`src/rtl/d_memory_port_arbiter.sv`:
```
// d_memory_port_arbiter
//   Shares one data-memory port between NUM_REQ requesters (load-store unit,
//   store drain, debug). Only one transaction is outstanding at a time.
//   Requesters are served round-robin, and every transaction has an ack timeout.
//
// State | meaning
//   IDLE     | waiting for a request; grant is combinational here only
//   ISSUE    | memory_req_valid held with latched fields until memory_ready
//   WAIT_ACK | waiting for memory_ack; timeout counter running
//   RESP     | one-cycle completion pulse to the owning requester
//
// Ports
//   clk, reset                   clock; asynchronous active-low reset
//   req_valid/op/addr/data/tag   per-requester access (op: 0 = read, 1 = write)
//   req_grant                    one-hot accept, asserted in IDLE only
//   resp_valid/data/tag/timeout  one-cycle completion toward the owner
//   memory_ready/req_*           request handshake toward memory
//   memory_ack/data_return       completion from memory
module d_memory_port_arbiter #(
  parameter int NUM_REQ    = 2,
  parameter int ADDR_WIDTH = 32,
  parameter int DATA_WIDTH = 32,
  parameter int TAG_WIDTH  = 5,
  parameter int TIMEOUT    = 64
) (
  input  logic                                  clk,
  input  logic                                  reset,
  input  logic [NUM_REQ-1:0]                    req_valid,
  input  logic [NUM_REQ-1:0]                    req_op,
  input  logic [NUM_REQ-1:0][ADDR_WIDTH-1:0]    req_addr,
  input  logic [NUM_REQ-1:0][DATA_WIDTH-1:0]    req_data,
  input  logic [NUM_REQ-1:0][TAG_WIDTH-1:0]     req_tag,
  output logic [NUM_REQ-1:0]                    req_grant,
  output logic [NUM_REQ-1:0]                    resp_valid,
  output logic [DATA_WIDTH-1:0]                 resp_data,
  output logic [TAG_WIDTH-1:0]                  resp_tag,
  output logic                                  resp_timeout,
  input  logic                                  memory_ready,
  output logic                                  memory_req_valid,
  output logic                                  memory_req_op,
  output logic [ADDR_WIDTH-1:0]                 memory_req_address,
  output logic [DATA_WIDTH-1:0]                 memory_req_data,
  input  logic                                  memory_ack,
  input  logic [DATA_WIDTH-1:0]                 memory_data_return
);

  localparam int IDX_W = (NUM_REQ > 1) ? $clog2(NUM_REQ) : 1;
  localparam int CNT_W = $clog2(TIMEOUT + 1);

  localparam logic MEM_READ = 1'b0;

  localparam logic [1:0] S_IDLE     = 2'd0;
  localparam logic [1:0] S_ISSUE    = 2'd1;
  localparam logic [1:0] S_WAIT_ACK = 2'd2;
  localparam logic [1:0] S_RESP     = 2'd3;

  logic [1:0]            state_q, state_d;
  logic [IDX_W-1:0]      rr_q, rr_d;
  logic [IDX_W-1:0]      idx_q, idx_d;
  logic                  op_q, op_d;
  logic [ADDR_WIDTH-1:0] addr_q, addr_d;
  logic [DATA_WIDTH-1:0] wdata_q, wdata_d;
  logic [TAG_WIDTH-1:0]  tag_q, tag_d;
  logic                  mreq_vld_q, mreq_vld_d;
  logic [CNT_W-1:0]      cnt_q, cnt_d;
  logic [DATA_WIDTH-1:0] rdata_q, rdata_d;
  logic                  tout_q, tout_d;

  logic                  any_valid;
  logic [IDX_W-1:0]      sel;
  logic [IDX_W-1:0]      cand;
  int unsigned           arb_j;

  // Scan from the round-robin pointer, wrapping, and pick the first valid.
  always_comb begin
    any_valid = 1'b0;
    sel       = '0;
    cand      = '0;
    arb_j     = 0;
    for (int k = 0; k < NUM_REQ; k++) begin
      arb_j = int'(rr_q) + k;
      if (arb_j >= NUM_REQ) arb_j = arb_j - NUM_REQ;
      cand = IDX_W'(arb_j);
      if (!any_valid && req_valid[cand]) begin
        any_valid = 1'b1;
        sel       = cand;
      end
    end
  end

  // The reset term keeps the grant low while reset is held, even when
  // requesters keep their valid lines up through reset.
  assign req_grant = (state_q == S_IDLE && reset && any_valid)
                     ? (NUM_REQ'(1) << sel) : '0;

  always_comb begin
    state_d    = state_q;
    rr_d       = rr_q;
    idx_d      = idx_q;
    op_d       = op_q;
    addr_d     = addr_q;
    wdata_d    = wdata_q;
    tag_d      = tag_q;
    mreq_vld_d = mreq_vld_q;
    cnt_d      = cnt_q;
    rdata_d    = rdata_q;
    tout_d     = tout_q;
    case (state_q)
      S_IDLE: begin
        if (any_valid) begin
          idx_d      = sel;
          op_d       = req_op[sel];
          addr_d     = req_addr[sel];
          wdata_d    = req_data[sel];
          tag_d      = req_tag[sel];
          mreq_vld_d = 1'b1;
          rdata_d    = '0;
          tout_d     = 1'b0;
          state_d    = S_ISSUE;
        end
      end
      S_ISSUE: begin
        if (memory_ready) begin
          mreq_vld_d = 1'b0;
          cnt_d      = '0;
          state_d    = S_WAIT_ACK;
        end
      end
      S_WAIT_ACK: begin
        cnt_d = cnt_q + CNT_W'(1);
        // An ack on the last permitted cycle still wins over the timeout.
        if (memory_ack) begin
          rdata_d = (op_q == MEM_READ) ? memory_data_return : '0;
          tout_d  = 1'b0;
          state_d = S_RESP;
        end else if (cnt_q == CNT_W'(TIMEOUT - 1)) begin
          rdata_d = '0;
          tout_d  = 1'b1;
          state_d = S_RESP;
        end
      end
      S_RESP: begin
        rr_d    = (idx_q == IDX_W'(NUM_REQ - 1)) ? '0 : idx_q + IDX_W'(1);
        cnt_d   = '0;
        state_d = S_IDLE;
      end
      default: state_d = S_IDLE;
    endcase
  end

  always_ff @(posedge clk or negedge reset) begin
    if (!reset) begin
      state_q    <= S_IDLE;
      rr_q       <= '0;
      idx_q      <= '0;
      op_q       <= 1'b0;
      addr_q     <= '0;
      wdata_q    <= '0;
      tag_q      <= '0;
      mreq_vld_q <= 1'b0;
      cnt_q      <= '0;
      rdata_q    <= '0;
      tout_q     <= 1'b0;
    end else begin
      state_q    <= state_d;
      rr_q       <= rr_d;
      idx_q      <= idx_d;
      op_q       <= op_d;
      addr_q     <= addr_d;
      wdata_q    <= wdata_d;
      tag_q      <= tag_d;
      mreq_vld_q <= mreq_vld_d;
      cnt_q      <= cnt_d;
      rdata_q    <= rdata_d;
      tout_q     <= tout_d;
    end
  end

  assign memory_req_valid   = mreq_vld_q;
  assign memory_req_op      = op_q;
  assign memory_req_address = addr_q;
  assign memory_req_data    = wdata_q;

  assign resp_valid   = (state_q == S_RESP) ? (NUM_REQ'(1) << idx_q) : '0;
  assign resp_data    = (state_q == S_RESP) ? rdata_q : '0;
  assign resp_tag     = (state_q == S_RESP) ? tag_q : '0;
  assign resp_timeout = (state_q == S_RESP) ? tout_q : 1'b0;

endmodule
```
`config.mk`:
```
export PLATFORM = sky130hd
export DESIGN_NAME = d_memory_port_arbiter
export DESIGN_NICKNAME = d
export VERILOG_FILES = /design/src/rtl/d_memory_port_arbiter.sv
export SDC_FILE = /design/constraint.sdc
export NUM_CORES = 1
export LEC_CHECK = 0
export CORE_MARGIN = 4
export CORE_UTILIZATION = 38
export DETAILED_ROUTE_END_ITERATION = 12
export HOLD_SLACK_MARGIN = 0.12
export PLACE_DENSITY_LB_ADDON = 0.15
export SLEW_MARGIN = 20
export SYNTH_ARGS = -nofsm -noshare
export SYNTH_HDL_FRONTEND = slang
export SYNTH_SLANG_ARGS = --single-unit
```
`constraint.sdc`:
```
create_clock -name clk -period 1.5 [get_ports clk]
set_input_delay 0.3 -clock clk [delete_from_list [all_inputs] [get_ports clk]]
set_output_delay 0.3 -clock clk [all_outputs]
set_load 0.1 [all_outputs]
```
# Word-level counts from Yosys, hierarchy flattened
# Cells that the tools add are included.
[totals]
register_bits = 115
output_inout_bits = 108
in_bits = 178
[op_classes]
reduce_logical = 13
n_mux = 43
n_eq_ne = 7
n_lt_le_gt_ge = 5
shift = 2
add_sub_neg = 5
[op_table]
columns = ["op", "count"]
rows = [
  ["two-way mux 32 bit", 9],
  ["one-hot mux 32 bit (2 select lines)", 1],
  ["one-hot mux 7 bit (3 select lines)", 1],
  ["two-way mux 1 bit", 19],
  ["two-way mux 5 bit", 3],
  ["two-way mux 2 bit", 6],
  ["AND reduction 3 bit", 3],
  ["one-hot mux 2 bit (4 select lines)", 1],
  ["adder 7 x 1 -> 7 bit (second input constant)", 1],
  ["equality test 7 x 6 -> 1 bit (second input constant)", 1],
  ["two-way mux 7 bit", 1],
  ["< comparator 1 x 2 -> 1 bit (second input constant)", 3],
  ["equality test 2 bit (second input constant)", 2],
  ["!= test 2 bit (second input constant)", 2],
  ["one-hot mux 1 bit (2 select lines)", 2],
  ["AND reduction 2 bit", 2],
  ["nonzero test 2 bit", 2],
  ["left shift 1 x 1 -> 2 bit (first input constant)", 2],
  ["logical AND 1 bit", 3],
  ["!= test 3 bit (second input constant)", 1],
  ["nonzero test 3 bit", 1],
  ["adder 1 x 1 -> 2 bit (second input constant)", 1],
  ["equality test 2 x 1 -> 1 bit (second input constant)", 1],
  ["greater-or-equal comparator 1 x 2 -> 1 bit (second input constant)", 1],
  ["5 further kinds", 6],
]

# Logic depth before layout (Yosys ltp)
[logic_depth]
ltp_word = 10
depth_mapped = 7

# Worst setup path before layout
# OpenSTA, ideal clock, no wires.
[synth_path]
kind = "register to output"
from = "register state_q[0]"
to = "output req_grant[0]"
t_required_ns = 1.200
stages_incl_launch_ff = 8
arrival_ns = 2.480
path_buffers = 2
slack_ns = -1.280
path_cell_list = "dfrtp_1 -> inv_1 -> ha_1 -> o21a_1 -> buf_4 -> buf_2 -> nand2_1 -> nor2_1"
[synth_between]
elab_chain_cells = 4
[synth_rtl]
columns = ["item", "line_no", "text"]
rows = [
  ["start: declaration", "57", "logic [1:0] state_q, state_d;"],
  ["start signal: assignment", "165", "state_q <= state_d;"],
  ["logical NOT 2 bit", "93", "assign req_grant = (state_q == S_IDLE && reset && any_valid)"],
  ["logical AND 1 bit (2 in a row)", "93", ""],
  ["two-way mux 2 bit", "94", "? (NUM_REQ'(1) << sel) : '0;"],
  ["end: declaration", "33", "output logic [NUM_REQ-1:0] req_grant,"],
]
# Every way passes these cells.

# Worst setup path after layout
[layout_path]
from = "register state_q[0]"
to = "output resp_data[27]"
[layout_between]
elab_chain_cells = 2
[layout_rtl]
columns = ["item", "line_no", "text"]
rows = [
  ["equality test 2 bit", "185", "assign resp_data = (state_q == S_RESP) ? rdata_q : '0;"],
  ["two-way mux 32 bit", "185", ""],
  ["end: declaration", "35", "output logic [DATA_WIDTH-1:0] resp_data,"],
]
# Every way passes these cells.

==> metrics.md <==
| Metric | Value |
|---|---|
| Clock skew | `0.0118 ns` |
| Inst Count DP | `1207` |
| Final period util | `134%` |
| Worst hold path type | `primary input to flop` |
| Peak VDD IR | `between 1.5 and 2 mV` |
| Pre-CTS WS | `-0.356 ns` |
| H-tree level count | `4` |
| Die W | `about 140 µm` |
| Reg-to-Reg End | `rdata_q[6]` |
| CTS tree | `yes` |
| Area Growth Syn to Fin | `121%` |
| Final worst slack | `-0.508 ns` |
| Non-Filler Instances | `1299` |
| Port-buffer cells | `285` |
| Fin area | `about 14000 µm²` |
| Nets | `1250` |
| Num Clock Sinks | `between 100 and 150` |
| Worst Path Max Fanout | `18` |
| DRC | `0` |
| Die area | `18900 µm²` |
| Synthesized Nets | `899` |
| Congestion Overflow GR | `0` |
| CP Launch Point | `state_q[0]` |
| Synth unique cells | `39` |
| Drt first pass iters | `5` |
| Worst Path Required | `between 1 and 1.5 ns` |
| Syn avg cell area | `roughly 8.9 µm²` |
| Clk slew on worst S/H paths | `0.06 ns` |
| Reg2Reg Depth | `10` |
| Via-to-Cell Ratio | `5.78` |
| Highest clock rate | `498 MHz` |
| IO Pins | `286` |
| Top cell by count, worst path | `buf_12` |
| Largest net degree at the start of global routing | `77` |
| Pins Over Slew Limit | `0` |
| TritonCTS Buffers | `17` |
| Total track usage | `between 20% and 30%` |
| Max incr delay on CP | `0.45 ns` |
| Core box area | `16500 µm²` |
| Root Buffer | `clkbuf_16` |
| Post-synth EDFFs | `0` |
| Drt wl/cell | `22.9 µm` |
| Gate count of the mapped netlist | `715` |
| Area taken by multi-input logic gates | `4460 µm²` |
| Initial antenna violation count | `0` |
| Final setup viols | `154` |
| Cell Chain, Critical Path | `buf_6 -> ha_4 -> buf_12 -> and2_4 -> buf_12` |
| Sequential area share after synthesis | `45.1%` |
| CP arrival | `roughly 1.7 ns` |
| Async SR Flop Fraction | `100%` |
| Routability cong. | `0.816` |
| Final hold vios | `0` |
| Fill cells | `806` |
| Share of cells above drive strength 1 | `46.8%` |
| Worst skew pair latency | `approximately 0.43 ns` |
| Critical-path top delay cell | `dfrtp_2` |
| CTS max path bufs | `2` |
| Max_cap viols | `0` |
| DRT iter0 DRCs | `around 360` |
| Failing checks | `setup timing` |
| Cell Area, Synth | `6380 µm²` |
| Worst-Margin Slew | `0.523 ns` |
| CP bufs+invs | `3` |
| FF+latch count, synth | `around 120` |
| Register area | `2880 µm²` |
| Synth area leaders | `dfrtp_1, nand3b_1, o21ai_0` |
| Synth top area share | `a little under half` |
| Ys Warns | `0` |
| Pwr dens | `around 2500 nW/µm²` |
| RSZ-0062 raised after global routing | `yes` |
| Die height | `around 140 µm` |
| Main synth FF type | `dfrtp_1` |
| Initial core utilization | `38.6%` |
| R2r startpoint | `state_q[0]` |
| CP top delay family | `buffers and inverters` |
| Crit path depth | `5` |
| Setup TNS | `-47.92 ns` |
| DR vias | `about 7.5k` |
| Dpl hpwl | `16.4 mm` |
| Slew HR | `between 60% and 70%` |
| P_leak | `5.54 nW` |
| Setup crit end kind | `output port` |
| Worst setup SP type | `flop` |
| Status | `finished, violations left` |
| FP Rows | `between 40 and 50` |
| Worst Setup EP | `resp_data[27]` |
| Placed cell areas | `approximately 11000 µm²` |
| Final WL | `~30 mm` |
| Vias in the first global route | `around 7.5k` |
| First-pass GRT wire length | `42.4 mm` |
| R2R Setup Slk | `-0.34 ns` |
| Yosys top cell by area | `dfrtp_1` |
| Antenna Violating Nets Remaining | `0` |
| Fin crit period | `2.01 ns` |
| Setup CP Type | `flop to output port` |
## through the flow
step                utilization, %  hold WS (ns)  power [mW]
floorplan                        -       0.00441        17.0
global placement              67.6         0.425        24.7
detailed placement            67.6         0.421        24.9
CTS                           82.6         0.427        33.8
global route                  85.4         0.443        36.6
finish                        85.4         0.440        35.5
## Yosys cell counts, types with 2 or more instances
library cell / number
buf_2: 15
buf_6: 4
nand3_1: 47
nor2_1: 74
ha_1: 6
nor3_1: 2
dfrtp_1: 115
a21oi_1: 3
and2_1: 39
nor2b_1: 4
nand3b_1: 71
nor4_1: 2
o21ai_1: 4
clkbuf_1: 57
o31ai_1: 4
o21ai_0: 106
nand3_2: 20
inv_1: 7
nand2_1: 3
and3_1: 3
o21a_1: 2
buf_4: 2
o211ai_1: 35
nand2b_1: 6
a31oi_1: 70
## sequential cells by signal (all words and copies together), names as in the netlist
register and flops:
memory_req_op 1, memory_req_valid 1, memory_req_data 32, state_q 2, memory_req_address 32, idx_q 1, cnt_q 7, tag_q 5
rdata_q 32, tout_q 1, rr_q 1
## cells by family (layout without fill, tap and decap cells)
group                    after synthesis  count (layout)  synth area share, %
AND/OR/NAND/NOR                      278             278                 26.2
adder cells (fa/ha/maj)                6               6                 1.18
AO/OA/AOI/OAI                        229             229                 21.3
flip-flops                           115             115                 45.1
other                                  0               1                    0
buffers and inverters                 85             448                 5.88
multiplexers                           2               2                0.333
## how the worst min path moves through the flow
| stage | from | to | slack [ns] | depth (start not counted) |
|---|---|---|---|---|
| 4_1_cts | req_valid[1] | tag_q[3] | 0.43 | 4 |
| 6_report | req_data[18] | memory_req_data[18] | 0.44 | 3 |
| 2_1_floorplan | reset | cnt_q[0] | 0.004 | 0 |
| 5_1_grt | req_addr[19] | memory_req_address[19] | 0.44 | 3 |
| 3_5_place_dp | reset | rdata_q[8] | 0.42 | 2 |
| 3_3_place_gp | reset | rdata_q[2] | 0.43 | 2 |
## power breakdown
part / switching, mW / internal (mW)
logic: 14.1 / 10.7
registers: 2.12 / 4.55
clock network: 1.53 / 2.55
total: 17.7 / 17.8
## layout make-up
type,count,area share [%]
inverters,7,0.204
clock buffers,21,3.33
flip-flops and latches,115,20.4
well taps,220,1.95
diodes,1,0.0177
multi-input cells,515,31.6
repair buffers,410,41.7
clock inverters,10,0.762
## cell usage in the layout (no fill, tap or decap), drive strengths merged, types with 2 or more instances in the layout
master	netlist	routed
nor2b	4	4
o21a	2	2
nor4	2	2
a21oi	3	3
and3	3	3
clkdlybuf4s50	0	174
nor2	74	74
o211ai	35	35
dfrtp	115	115
clkinv	0	6
and2	39	39
bufinv	0	2
ha	6	6
a31oi	70	70
buf	21	231
clkbuf	57	24
nor3	2	2
nand2b	6	6
o31ai	4	4
nand3b	71	71
inv	7	6
o21ai	110	110
clkinvlp	0	3
nand3	67	67
nand2	3	3
## worst register-to-register path, stage by stage, from the launching register on
cell,delay [ns]
dfrtp_2,0.43
inv_4,0.06
ha_4,0.16
buf_6,0.12
buf_4,0.13
nor3b_4,0.15
buf_12,0.14
buf_12,0.14
buf_16,0.15
o21ai_2,0.14
nand3_1,0.10
## repair_timing
item                       4_1_cts  5_1_grt
setup endpoints to repair      154      156
hold endpoints to repair       115        0
gates cloned                    25        4
pin swaps                       67       52
gates resized for setup        280      108
setup buffers                   32       22
hold buffers                     1        0
## per-layer routing
layer / vias up / GRT usage, % / routed length (µm)
met3: 79 / 8.25 / 2490
met1: 3714 / 32.5 / 10400
met5: - / 0 / 0
met2: 389 / 52.8 / 15800
met4: 0 / 11.2 / 1020
li1: 3326 / - / -
Power figures use the tool's default switching activity.
